<file path="src/rtl/eth_arb_pkg.sv">
// eth_arb_pkg: shared types and defaults for the 10G TX stream arbiter.
// Used by the arbiter top and its round-robin picker.
package eth_arb_pkg;

  typedef enum logic {ARB_IDLE, ARB_PASS} arb_state_t;

  localparam int N_SRC_DEF       = 2;
  localparam int DATA_W_DEF      = 32;
  localparam int STALL_LIMIT_DEF = 3;
  localparam int CNT_W_DEF       = 16;

  function automatic int gidx_w(input int n);
    return (n > 1) ? $clog2(n) : 1;
  endfunction

endpackage

</file>
<file path="src/rtl/eth_tx_axis_arbiter_rr_pick.sv">
// rr_pick: combinational round-robin picker.
// Returns the first requester strictly after the pointer, wrapping.
module rr_pick
  import eth_arb_pkg::*;
#(
  parameter int N     = N_SRC_DEF,
  parameter int IDX_W = gidx_w(N)
) (
  input  logic [N-1:0]     req_i,
  input  logic [IDX_W-1:0] ptr_i,
  output logic             valid_o,
  output logic [IDX_W-1:0] idx_o
);

  // Scan farthest to nearest so the nearest requester overwrites last.
  always_comb begin
    valid_o = 1'b0;
    idx_o   = '0;
    for (int k = N; k >= 1; k--) begin
      if (req_i[(int'(ptr_i) + k) % N]) begin
        valid_o = 1'b1;
        idx_o   = IDX_W'((int'(ptr_i) + k) % N);
      end
    end
  end

endmodule

</file>
<file path="src/rtl/eth_tx_axis_arbiter.sv">
// eth_tx_axis_arbiter: packet-granular round-robin arbiter in front of the
// 10G MAC TX AXI-Stream slave, with packet counter and mid-packet stall flag.
module eth_tx_axis_arbiter
  import eth_arb_pkg::*;
#(
  parameter int N_SRC       = N_SRC_DEF,
  parameter int DATA_W      = DATA_W_DEF,
  parameter int STALL_LIMIT = STALL_LIMIT_DEF,
  parameter int CNT_W       = CNT_W_DEF
) (
  input  logic                          i_tx_clk,
  input  logic                          i_tx_reset,
  input  logic [N_SRC-1:0]              s_axis_tvalid,
  input  logic [N_SRC*DATA_W-1:0]       s_axis_tdata,
  input  logic [N_SRC*(DATA_W/8)-1:0]   s_axis_tkeep,
  input  logic [N_SRC-1:0]              s_axis_tlast,
  output logic [N_SRC-1:0]              s_axis_tready,
  output logic                          m_axis_tvalid,
  output logic [DATA_W-1:0]             m_axis_tdata,
  output logic [(DATA_W/8)-1:0]         m_axis_tkeep,
  output logic                          m_axis_tlast,
  input  logic                          m_axis_tready,
  output logic [gidx_w(N_SRC)-1:0]      o_grant_idx,
  output logic                          o_busy,
  output logic [CNT_W-1:0]              o_pkt_count,
  output logic                          o_stall_err
);

  localparam int KEEP_W = DATA_W / 8;
  localparam int GIDX_W = gidx_w(N_SRC);
  localparam int SW     = $clog2(STALL_LIMIT + 2);
  localparam logic [SW-1:0] STALL_MAX = SW'(STALL_LIMIT + 1);

  arb_state_t        state_q;
  logic [GIDX_W-1:0] grant_q;
  logic [GIDX_W-1:0] rr_q;
  logic [GIDX_W-1:0] pick_idx;
  logic              pick_valid;
  logic              started_q;
  logic              stall_err_q;
  logic [SW-1:0]     stall_q;
  logic [SW-1:0]     stall_d;
  logic [CNT_W-1:0]  pkt_cnt_q;
  logic              busy;
  logic              g_valid;
  logic              hs;
  logic              hs_last;

  rr_pick #(
    .N     (N_SRC),
    .IDX_W (GIDX_W)
  ) u_pick (
    .req_i   (s_axis_tvalid),
    .ptr_i   (rr_q),
    .valid_o (pick_valid),
    .idx_o   (pick_idx)
  );

  assign busy          = (state_q == ARB_PASS);
  assign g_valid       = s_axis_tvalid[grant_q];
  assign m_axis_tvalid = busy & g_valid;
  assign m_axis_tdata  = s_axis_tdata[int'(grant_q)*DATA_W +: DATA_W];
  assign m_axis_tkeep  = s_axis_tkeep[int'(grant_q)*KEEP_W +: KEEP_W];
  assign m_axis_tlast  = s_axis_tlast[grant_q];
  assign hs            = m_axis_tvalid & m_axis_tready;
  assign hs_last       = hs & m_axis_tlast;

  always_comb begin
    s_axis_tready = '0;
    if (busy) s_axis_tready[grant_q] = m_axis_tready;
  end

  // Only gaps after the first beat count; saturates one past the limit.
  always_comb begin
    stall_d = '0;
    if (busy && !g_valid) begin
      stall_d = stall_q;
      if (started_q && stall_q != STALL_MAX) stall_d = stall_q + 1'b1;
    end
  end

  always_ff @(posedge i_tx_clk) begin
    if (i_tx_reset) begin
      state_q     <= ARB_IDLE;
      grant_q     <= '0;
      rr_q        <= GIDX_W'(N_SRC - 1);
      started_q   <= 1'b0;
      stall_q     <= '0;
      stall_err_q <= 1'b0;
      pkt_cnt_q   <= '0;
    end else begin
      stall_q <= stall_d;
      if (stall_d == STALL_MAX) stall_err_q <= 1'b1;
      case (state_q)
        ARB_IDLE: begin
          if (pick_valid) begin
            grant_q   <= pick_idx;
            started_q <= 1'b0;
            state_q   <= ARB_PASS;
          end
        end
        ARB_PASS: begin
          if (hs) started_q <= 1'b1;
          if (hs_last) begin
            pkt_cnt_q <= pkt_cnt_q + 1'b1;
            rr_q      <= grant_q;
            state_q   <= ARB_IDLE;
          end
        end
        default: state_q <= ARB_IDLE;
      endcase
    end
  end

  assign o_grant_idx = grant_q;
  assign o_busy      = busy;
  assign o_pkt_count = pkt_cnt_q;
  assign o_stall_err = stall_err_q;

endmodule

</file>
<file path="config.mk">
export PLATFORM = sky130hd
export DESIGN_NAME = eth_tx_axis_arbiter
export DESIGN_NICKNAME = d
export VERILOG_FILES = /design/src/rtl/eth_arb_pkg.sv /design/src/rtl/eth_tx_axis_arbiter_rr_pick.sv /design/src/rtl/eth_tx_axis_arbiter.sv
export SDC_FILE = /design/constraint.sdc
export NUM_CORES = 1
export LEC_CHECK = 0
export CAP_MARGIN = 20
export CELL_PAD_IN_SITES_DETAIL_PLACEMENT = 1
export CELL_PAD_IN_SITES_GLOBAL_PLACEMENT = 1
export CORE_ASPECT_RATIO = 0.5
export CORE_UTILIZATION = 23
export DETAILED_ROUTE_END_ITERATION = 12
export GPL_TIMING_DRIVEN = 1
export PLACE_DENSITY = 0.86
export SLEW_MARGIN = 0
export SYNTH_ARGS = -nofsm -noshare
export SYNTH_HDL_FRONTEND = slang
export SYNTH_SLANG_ARGS = --single-unit
</file>
<file path="constraint.sdc">
create_clock -name i_tx_clk -period 3.35 [get_ports i_tx_clk]
set_clock_uncertainty 0.1 [all_clocks]
set_input_delay 0.335 -clock i_tx_clk [delete_from_list [all_inputs] [get_ports i_tx_clk]]
set_output_delay 0.335 -clock i_tx_clk [all_outputs]
set_load 0.03 [all_outputs]
</file>
== Word level (Yosys, flattened, before mapping) ==
Cells that the tools add are included.
Word-level totals
  logic and storage cells: 60
  output and inout bits: 59
  bits in registers: 24
Cells by class
  $lt $le $gt $ge: 4
  multiplexer cells: 25
  bitwise operators: 7
  shift operators: 2
  reduce and logical (&&, ||, !) cells: 7
  equal/unequal tests: 4
  add/subtract/negate cells: 4
Operator list (count)
  variable part select 64 x 7 -> 32 bit: 1
  two-way mux 1 bit: 19
  adder 16 x 1 -> 16 bit, second input constant: 1
  variable part select 8 x 4 -> 4 bit: 1
  < comparator 2 x 3 -> 1 bit, second input constant: 2
  two-way mux 3 bit: 2
  AND reduction 2 bit: 3
  one-hot mux 1 bit (2 select lines): 2
  adder 3 x 1 -> 3 bit, second input constant: 1
  bitwise AND 1 bit: 3
  == test 3 bit, second input constant: 1
  logical AND 1 bit: 3
  inequality test 3 bit, second input constant: 1
  adder 1 bit, second input constant: 2
  bitwise AND 1 bit, first input constant: 2
  bitwise AND 2 bit: 1
  < comparator 1 x 2 -> 1 bit, second input constant: 1
  two-way mux 2 bit: 1
  inequality test 2 x 1 -> 1 bit, second input constant: 1
  inequality test 2 bit, second input constant: 1
  demux 1 bit (select 1 bit): 1
  >= comparator 1 bit, second input constant: 1
  logical NOT 1 bit: 1
  inverter 1 bit: 1

== Longest topological paths before layout ==
Gate-level depths: netlist of run 1.
  depth after elaboration: 9
  depth in mapped cells: 6
  depth with buffers taken out: 6

== Cells and area by module ==
A second synthesis of run 1 with hierarchy kept.
Unflattened totals
  cells, all modules: 183
  area, all modules: 1611.5 um^2
Modules (own cells, without submodules)
  eth_tx_axis_arbiter: cells each 181, area each 1597.8 um^2, seq. area each 480.5 um^2, instances 1
  rr_pick: cells each 2, area each 13.8 um^2, seq. area each 0.0 um^2, instances 1

== Least setup slack after synthesis of run 1 ==
Ideal clock, no wire load.
  path kind: register -> register
  start point: register state_q, in the netlist o_busy
  end point: register pkt_cnt_q[15], in the netlist o_pkt_count[15]
  setup slack: 1038 ps
  required time: 3129 ps
  arrival: 2091 ps
  cell stages (with the launch flop): 6
  buffers on the path: 1
  cell sequence: dfxtp_1 > nand2_1 > or4_4 > buf_2 > nor4_2 > mux2_2
On the way
  word-level cells in the longest chain between the ends: 4
RTL lines
  start, declared: line eth_tx_axis_arbiter.sv:34  | arb_state_t state_q;
  start signal, assigned: line eth_tx_axis_arbiter.sv:84  | state_q <= ARB_IDLE;
  start signal, assigned: line eth_tx_axis_arbiter.sv:99  | state_q <= ARB_PASS;
  start signal, assigned: line eth_tx_axis_arbiter.sv:107  | state_q <= ARB_IDLE;
  bitwise AND 1 bit: line eth_tx_axis_arbiter.sv:61  | assign m_axis_tvalid = busy & g_valid;
  bitwise AND 1 bit: line eth_tx_axis_arbiter.sv:65  | assign hs = m_axis_tvalid & m_axis_tready;
  bitwise AND 1 bit: line eth_tx_axis_arbiter.sv:66  | assign hs_last = hs & m_axis_tlast;
  AND reduction 2 bit (no source line) *
  end signal, assigned: line eth_tx_axis_arbiter.sv:105  | pkt_cnt_q <= pkt_cnt_q + 1'b1;
  end, declared: line eth_tx_axis_arbiter.sv:43  | logic [CNT_W-1:0] pkt_cnt_q;
Every way passes the cells marked *; elsewhere a longest branch is shown, timed or not.
A chain may end at the register's enable or synchronous reset.

== Worst setup path in the final report of run 1 ==
  start point: register grant_q, in the netlist o_grant_idx
  end point: output port m_axis_tdata[6]
On the way
  word-level cells in the longest chain between the ends: 1
RTL lines
  start, declared: line eth_tx_axis_arbiter.sv:35  | logic [GIDX_W-1:0] grant_q;
  start signal, assigned: line eth_tx_axis_arbiter.sv:97  | grant_q <= pick_idx;
  variable part select 64 x 7 -> 32 bit: line eth_tx_axis_arbiter.sv:62  | assign m_axis_tdata = s_axis_tdata[int'(grant_q)*DATA_W +: DATA_W];
  end, declared: line eth_tx_axis_arbiter.sv:19  | output logic [DATA_W-1:0] m_axis_tdata,
No other way between the ends.

==> flow_metrics.tcl, run 1 <==
set metrics [dict create \
    synth_top_cells_by_count "mux2_2 (37), dfxtp_1 (24), a21oi_1 (13)" \
    fillers 744 \
    cp.arrival_ns 2.11 \
    synth_top_area_cell "dfxtp_1" \
    die_h_um 60.9 \
    drive_gt1_frac 0.151 \
    drc 0 \
    synth_top_area_share 0.301 \
    path_clk_slew_ns 0.06 \
    met1_usage 0.229 \
    crit_fanout 38 \
    min_to "o_pkt_count[13]" \
    grt_pass1_vias 1920 \
    async_flop_share 0 \
    synthMuxAreaShare 0.280 \
    setup_viol 0 \
    hold_depth 2 \
    gr-usage-met3 0.0367 \
    overflow 0 \
    ff2ff_setup_slack_ns 1.13 \
    relSlewSlack 0.436 \
    syn_nets 259 \
    finalCriticalPeriod_ns 2.55 \
    criticalPathCategory "reg -> out" \
    synth.most_common_cell "mux2_2" \
    endpoint_kind "primary output" \
    numCtsBuffers 3 \
    start_kind "flip-flop" \
    ys_types 38 \
    synth_edf_count 0 \
    final_nets 395 \
    synth_simple_gate_area_share 0.201 \
    vias_per_cell 4.87 \
    drtPass1Iterations 4 \
    hold_buffers 0 \
    fp.dieW_um 120 \
    hold_path_startpoint "o_pkt_count[13]" \
    regToRegStartpoint "o_pkt_count[3]" \
    core_mm2 0.00670 \
    post_cts_buffers 0 \
    status "finished, final reports clean" \
    clockBufferDepth 2 \
    synth.area.top_cells "dfxtp_1 (30%), mux2_2 (26%), a21oi_1 (4.1%)" \
    p_leak_nw 1.08 \
    maxSlewViolCount 0 \
    place_area_mm2 0.00307 \
    start_util 0.238 \
    antenna_found_initial 0 \
    hp-class "reg -> reg" \
    synth_fa_ha_area_frac 0.0235 \
    antenna_cells 0 \
    syn2layout_area_growth_pct 96.6 \
    fmax_ghz 0.392 \
    cts_resized 0 \
    clk-insertion-delay-late_ns 0.26 \
    dpl.cell_count 400 \
    path_cells "buf_4 > mux2_2 > clkdlybuf4s50_1" \
    drt-initial-drc-count 64 \
    htreeDepth 1 \
    synth_warnings 0 \
    p_per_area_mw_per_mm2 284 \
    clockRootBuffer "clkbuf_16" \
    gp_congestion 0.750 \
    setup_tns_ns 0 \
    grt_pass1_wl_um 11000 \
    grt_max_degree 39 \
    io_pins 138 \
    hpwlAfterDp_um 6260 \
    slowest_stage "clkdlybuf4s50_1" \
    synth-xor-area-share 0.0110 \
    synth_seq_cells 24 \
    synth-compound-area-share 0.139 \
    die_area_mm2 0.00730 \
    worst_ep_required_time_ns 2.91 \
    track_usage 0.196 \
    ys_seq_area_frac 0.301 \
    syn_area_per_cell_um2 9.03 \
    via_count 1961 \
    cts_tree "done" \
    drv_cap 0 \
    hold_viol 0 \
    wl_per_cell_um 18.9 \
    min_period_over_period 0.761 \
    grt_use_met2 0.386 \
    worst_r2r_endpoint "o_pkt_count[12]" \
    final_design_area_no_fill_mm2 0.00314 \
    rows 21 \
    rsz0062_at_grt "no" \
    cpLargestDelayFamily "buffers and inverters" \
    synthCells 177 \
    stdcell_count 403 \
    ant_nets 0 \
    routed_wl_um 7610 \
    slowest_delay_ns 0.63 \
    synthFlopType "dfxtp_1" \
    syn-cell-area_mm2 0.00160 \
    worst_pin_slew_ns 0.839 \
    clock_sinks 24 \
    synth_top_family_by_area "multiplexers" \
    port-buffer-count 137 \
    busiest_layer "met2" \
    path_buf_inv 2 \
    r2r_cells 4 \
    vdd_drop_max_v 0.000161 \
]
## where the power goes
part	leakage (nW)	switching (mW)	total, mW	internal (mW)
Clock	0.0370	0.103	0.261	0.158
Sequential	0.194	0.00591	0.295	0.289
Combinational	0.852	0.151	0.335	0.183
Total	1.08	0.260	0.891	0.630
## cell families after synthesis
group | after synthesis
AO/OA/AOI/OAI | 35
adder cells (fa/ha/maj) | 3
buffers and inverters | 18
XOR/XNOR | 2
AND/OR/NAND/NOR | 55
multiplexers | 40
flip-flops | 24
## per-layer routing
layer  share of wire  vias up
met1            0.40      961
met5               0        -
met4           0.011        0
met3           0.050        6
li1                -      936
met2            0.54       58
## cell type report
| class | instances | area [um^2] | share of cell area |
|---|---|---|---|
| multi-input combinational | 135 | 1040 | 0.333 |
| clock buffer | 3 | 75.1 | 0.0239 |
| sequential | 24 | 482 | 0.153 |
| timing repair buffer | 139 | 1390 | 0.441 |
| tap | 92 | 115 | 0.0367 |
| inverter | 10 | 37.5 | 0.0120 |
## registers in the layout (all words and copies together), names as in the netlist
| signal | flops |
|---|---|
| o_stall_err | 1 |
| stall_q | 3 |
| started_q | 1 |
| rr_q | 1 |
| o_pkt_count | 16 |
| o_grant_idx | 1 |
| o_busy | 1 |
## placed cells by master (no fill, tap or decap), drive strengths merged, types with 3 or more instances in the layout
| cell | instances |
|---|---|
| nand3 | 6 |
| nand2 | 10 |
| mux2i | 3 |
| nor2 | 10 |
| o21ai | 7 |
| dfxtp | 24 |
| mux2 | 37 |
| nand4 | 6 |
| ha | 3 |
| or4 | 7 |
| o211ai | 3 |
| o31ai | 3 |
| clkdlybuf4s50 | 137 |
| or3 | 4 |
| inv | 10 |
| a21oi | 13 |
| clkbuf | 3 |
## how the worst max path moves through the flow
stage / to / start / slack, ns / depth (start not counted)
floorplan: o_pkt_count[15] / o_busy / 1.04 / 5
global placement: o_pkt_count[15] / m_axis_tready / 0.90 / 5
detailed placement: o_pkt_count[15] / s_axis_tvalid[1] / 0.83 / 5
CTS: m_axis_tdata[6] / o_grant_idx / 0.79 / 3
global route: m_axis_tdata[6] / o_grant_idx / 0.72 / 3
finish: m_axis_tdata[6] / o_grant_idx / 0.80 / 3
## metrics by stage
step,worst slack [ns],hold slack [ns],util,power (mW)
after global routing,0.721,0.432,0.469,0.917
after floorplan,1.04,0.372,-,0.452
final,0.800,0.410,0.469,0.891
after global placement,0.899,0.358,0.458,0.627
after CTS,0.794,0.414,0.469,0.894
after detailed placement,0.829,0.406,0.458,0.636
## worst min-delay path, stage by stage (launching register included)
cell and delay [ns]:
dfxtp_1 0.33, o41ai_1 0.07, a21oi_1 0.06
Note: power is estimated with default switching activity, not from simulation.
==> run 2: changes to the inputs <==
--- a/config.mk
+++ b/config.mk
@@ -9,10 +9,10 @@
 export CELL_PAD_IN_SITES_DETAIL_PLACEMENT = 1
 export CELL_PAD_IN_SITES_GLOBAL_PLACEMENT = 1
 export CORE_ASPECT_RATIO = 0.5
-export CORE_UTILIZATION = 23
+export CORE_UTILIZATION = 19
 export DETAILED_ROUTE_END_ITERATION = 12
 export GPL_TIMING_DRIVEN = 1
-export PLACE_DENSITY = 0.86
+export PLACE_DENSITY = 0.76
 export SLEW_MARGIN = 0
 export SYNTH_ARGS = -nofsm -noshare
 export SYNTH_HDL_FRONTEND = slang
==> constraint.sdc (replaced) <==
create_clock -name i_tx_clk -period 2.1 [get_ports i_tx_clk]
set_clock_uncertainty 0.1 [all_clocks]
set_input_delay 0.21 -clock i_tx_clk [delete_from_list [all_inputs] [get_ports i_tx_clk]]
set_output_delay 0.21 -clock i_tx_clk [all_outputs]
set_load 0.03 [all_outputs]
==> flow_metrics.tcl, run 2 (synthesized netlist as in run 1, its figures left out) <==
set metrics [dict create \
    seqPwrFrac 0.304 \
    final_nets 410 \
    syn2layout_area_growth_pct 105 \
    power.switching_mw 0.425 \
    fillers 940 \
    ant_nets 0 \
    cts_tree "done" \
    p_per_area_mw_per_mm2 468 \
    grt_use_met2 0.304 \
    timing.hold.ws_ns 0.379 \
    io_pins 138 \
    rsz0062_at_grt "no" \
    vdd_drop_max_v 0.000345 \
    final_design_area_no_fill_mm2 0.00328 \
    place_area_mm2 0.00320 \
    p_leak_nw 1.24 \
    hpwlAfterDp_um 5920 \
    drv_cap 0 \
    mostFrequentLayoutCells "clkdlybuf4s50_1 (100), mux2_2 (37), dlygate4sd2_1 (35), dfxtp_1 (19), buf_4 (18)" \
    clockRootBuffer "clkbuf_16" \
    antenna_cells 0 \
    worst_ep_required_time_ns 1.79 \
    setup_tns_ns 0 \
    setup_viol 0 \
    met1_usage 0.176 \
    grt_max_degree 21 \
    port-buffer-count 137 \
    power_frac_comb 0.337 \
    gr-usage-met3 0.0175 \
    rows 23 \
    path_cells "clkdlybuf4s50_1 > nand2_1 > buf_4 > nor2_1 > clkdlybuf4s50_1" \
    clk-insertion-delay-late_ns 0.26 \
    sw_frac_of_total 0.277 \
    vias_per_cell 4.52 \
    clock_sinks 24 \
    antenna_found_initial 0 \
    relSlewSlack 0.680 \
    hp-class "reg -> reg" \
    numCtsBuffers 3 \
    status "finished, final reports clean" \
    hold_buffers 0 \
    largest_register_ffs 16 \
    die_area_mm2 0.00880 \
    overflow 0 \
    dpl.cell_count 434 \
    drtPass1Iterations 4 \
    cp.arrival_ns 1.69 \
    fmax_ghz 0.500 \
    via_count 1983 \
    grt_pass1_vias 2008 \
    drc 0 \
    drive_gt1_frac 0.214 \
    slowest_delay_ns 0.69 \
    htreeDepth 1 \
    crit_fanout 3 \
    p_clk_frac 0.359 \
    start_kind "primary input" \
    track_usage 0.150 \
    min_period_over_period 0.953 \
    grt_pass1_wl_um 10400 \
    gp_congestion 0.741 \
    internal_power_mw 1.11 \
    final_common_cell "clkdlybuf4s50_1" \
    criticalPathCategory "in -> out" \
    drt-initial-drc-count 57 \
    endpoint_kind "primary output" \
    clockBufferDepth 2 \
    wl_per_cell_um 15.9 \
    maxSlewViolCount 0 \
    die_h_um 66.8 \
    routed_wl_um 7000 \
    core_mm2 0.00809 \
    fp.dieW_um 132 \
    cp_common_cell "clkdlybuf4s50_1" \
    hold_viol 0 \
    slowest_stage "clkdlybuf4s50_1" \
    finalCriticalPeriod_ns 2.00 \
    stdcell_count 439 \
    path_clk_slew_ns 0.06 \
    start_util 0.198 \
    busiest_layer "met2" \
    utilization 0.406 \
    worst_pin_slew_ns 0.476 \
]
[run 2: timing repair]
item	CTS	global route
endpoints found under the setup margin	35	4
setup buffers	0	1
endpoints found under the hold margin	0	0
gates resized for setup	35	2
pin swaps	0	1
[run 2: worst paths after layout]
| kind | to | startpoint | slack, ns | cells after the start |
|---|---|---|---|---|
| max | s_axis_tready[0] | m_axis_tready | 0.1 | 5 |
| min | o_stall_err | o_stall_err | 0.38 | 1 |
| max reg2reg | o_pkt_count[5] | o_grant_idx | 0.11 | 4 |
| min reg2reg | o_stall_err | o_stall_err | 0.38 | 1 |
[run 2: metal layers]
| layer | up-vias | part of all wire |
|---|---|---|
| li1 | 965 | - |
| met1 | 974 | 0.41 |
| met2 | 42 | 0.56 |
| met3 | 2 | 0.031 |
| met4 | 0 | 0.0044 |
| met5 | - | 0 |
[run 2: worst max-delay path: cells and delay by family]
family | cells | cell delay [ns]
buf+inv | 3 | 1.32
simple gates | 2 | 0.17
[run 2: power groups by stage]
| stage | clock (mW) | sequential (mW) | combinational [mW] |
|---|---|---|---|
| final | 0.550 | 0.467 | 0.517 |
| after global routing | 0.582 | 0.468 | 0.545 |
| after CTS | 0.562 | 0.466 | 0.521 |
| after detailed placement | 0 | 0.477 | 0.557 |
| after global placement | 0 | 0.476 | 0.546 |
| after floorplan | 0 | 0.483 | 0.240 |
[run 2: area by class of cell]
class                   count  area [um^2]  share of cell area
multi-input cells         135         1050               0.321
repair buffers            154         1460               0.444
inverters                  10         37.5              0.0114
flip-flops and latches     24          489               0.149
well taps                 112          140              0.0427
clock inverters             1         30.0             0.00916
clock buffers               3         75.1              0.0229
[run 2: through the flow]
stage               setup WS (ns)  power (mW)
finish                     0.0987        1.53
global route               0.0166        1.59
CTS                       0.00839        1.55
detailed placement         -0.207        1.03
global placement           -0.162        1.02
floorplan                 0.00671       0.723
==> run 3: changes to the inputs <==
--- a/config.mk
+++ b/config.mk
@@ -12,6 +12,7 @@
 export CORE_UTILIZATION = 19
 export DETAILED_ROUTE_END_ITERATION = 12
 export GPL_TIMING_DRIVEN = 1
+export HOLD_SLACK_MARGIN = 0.06
 export PLACE_DENSITY = 0.76
 export SLEW_MARGIN = 0
 export SYNTH_ARGS = -nofsm -noshare
==> results of run 3 <==
No change in the layout: final DEF, timing and power equal those of run 2.
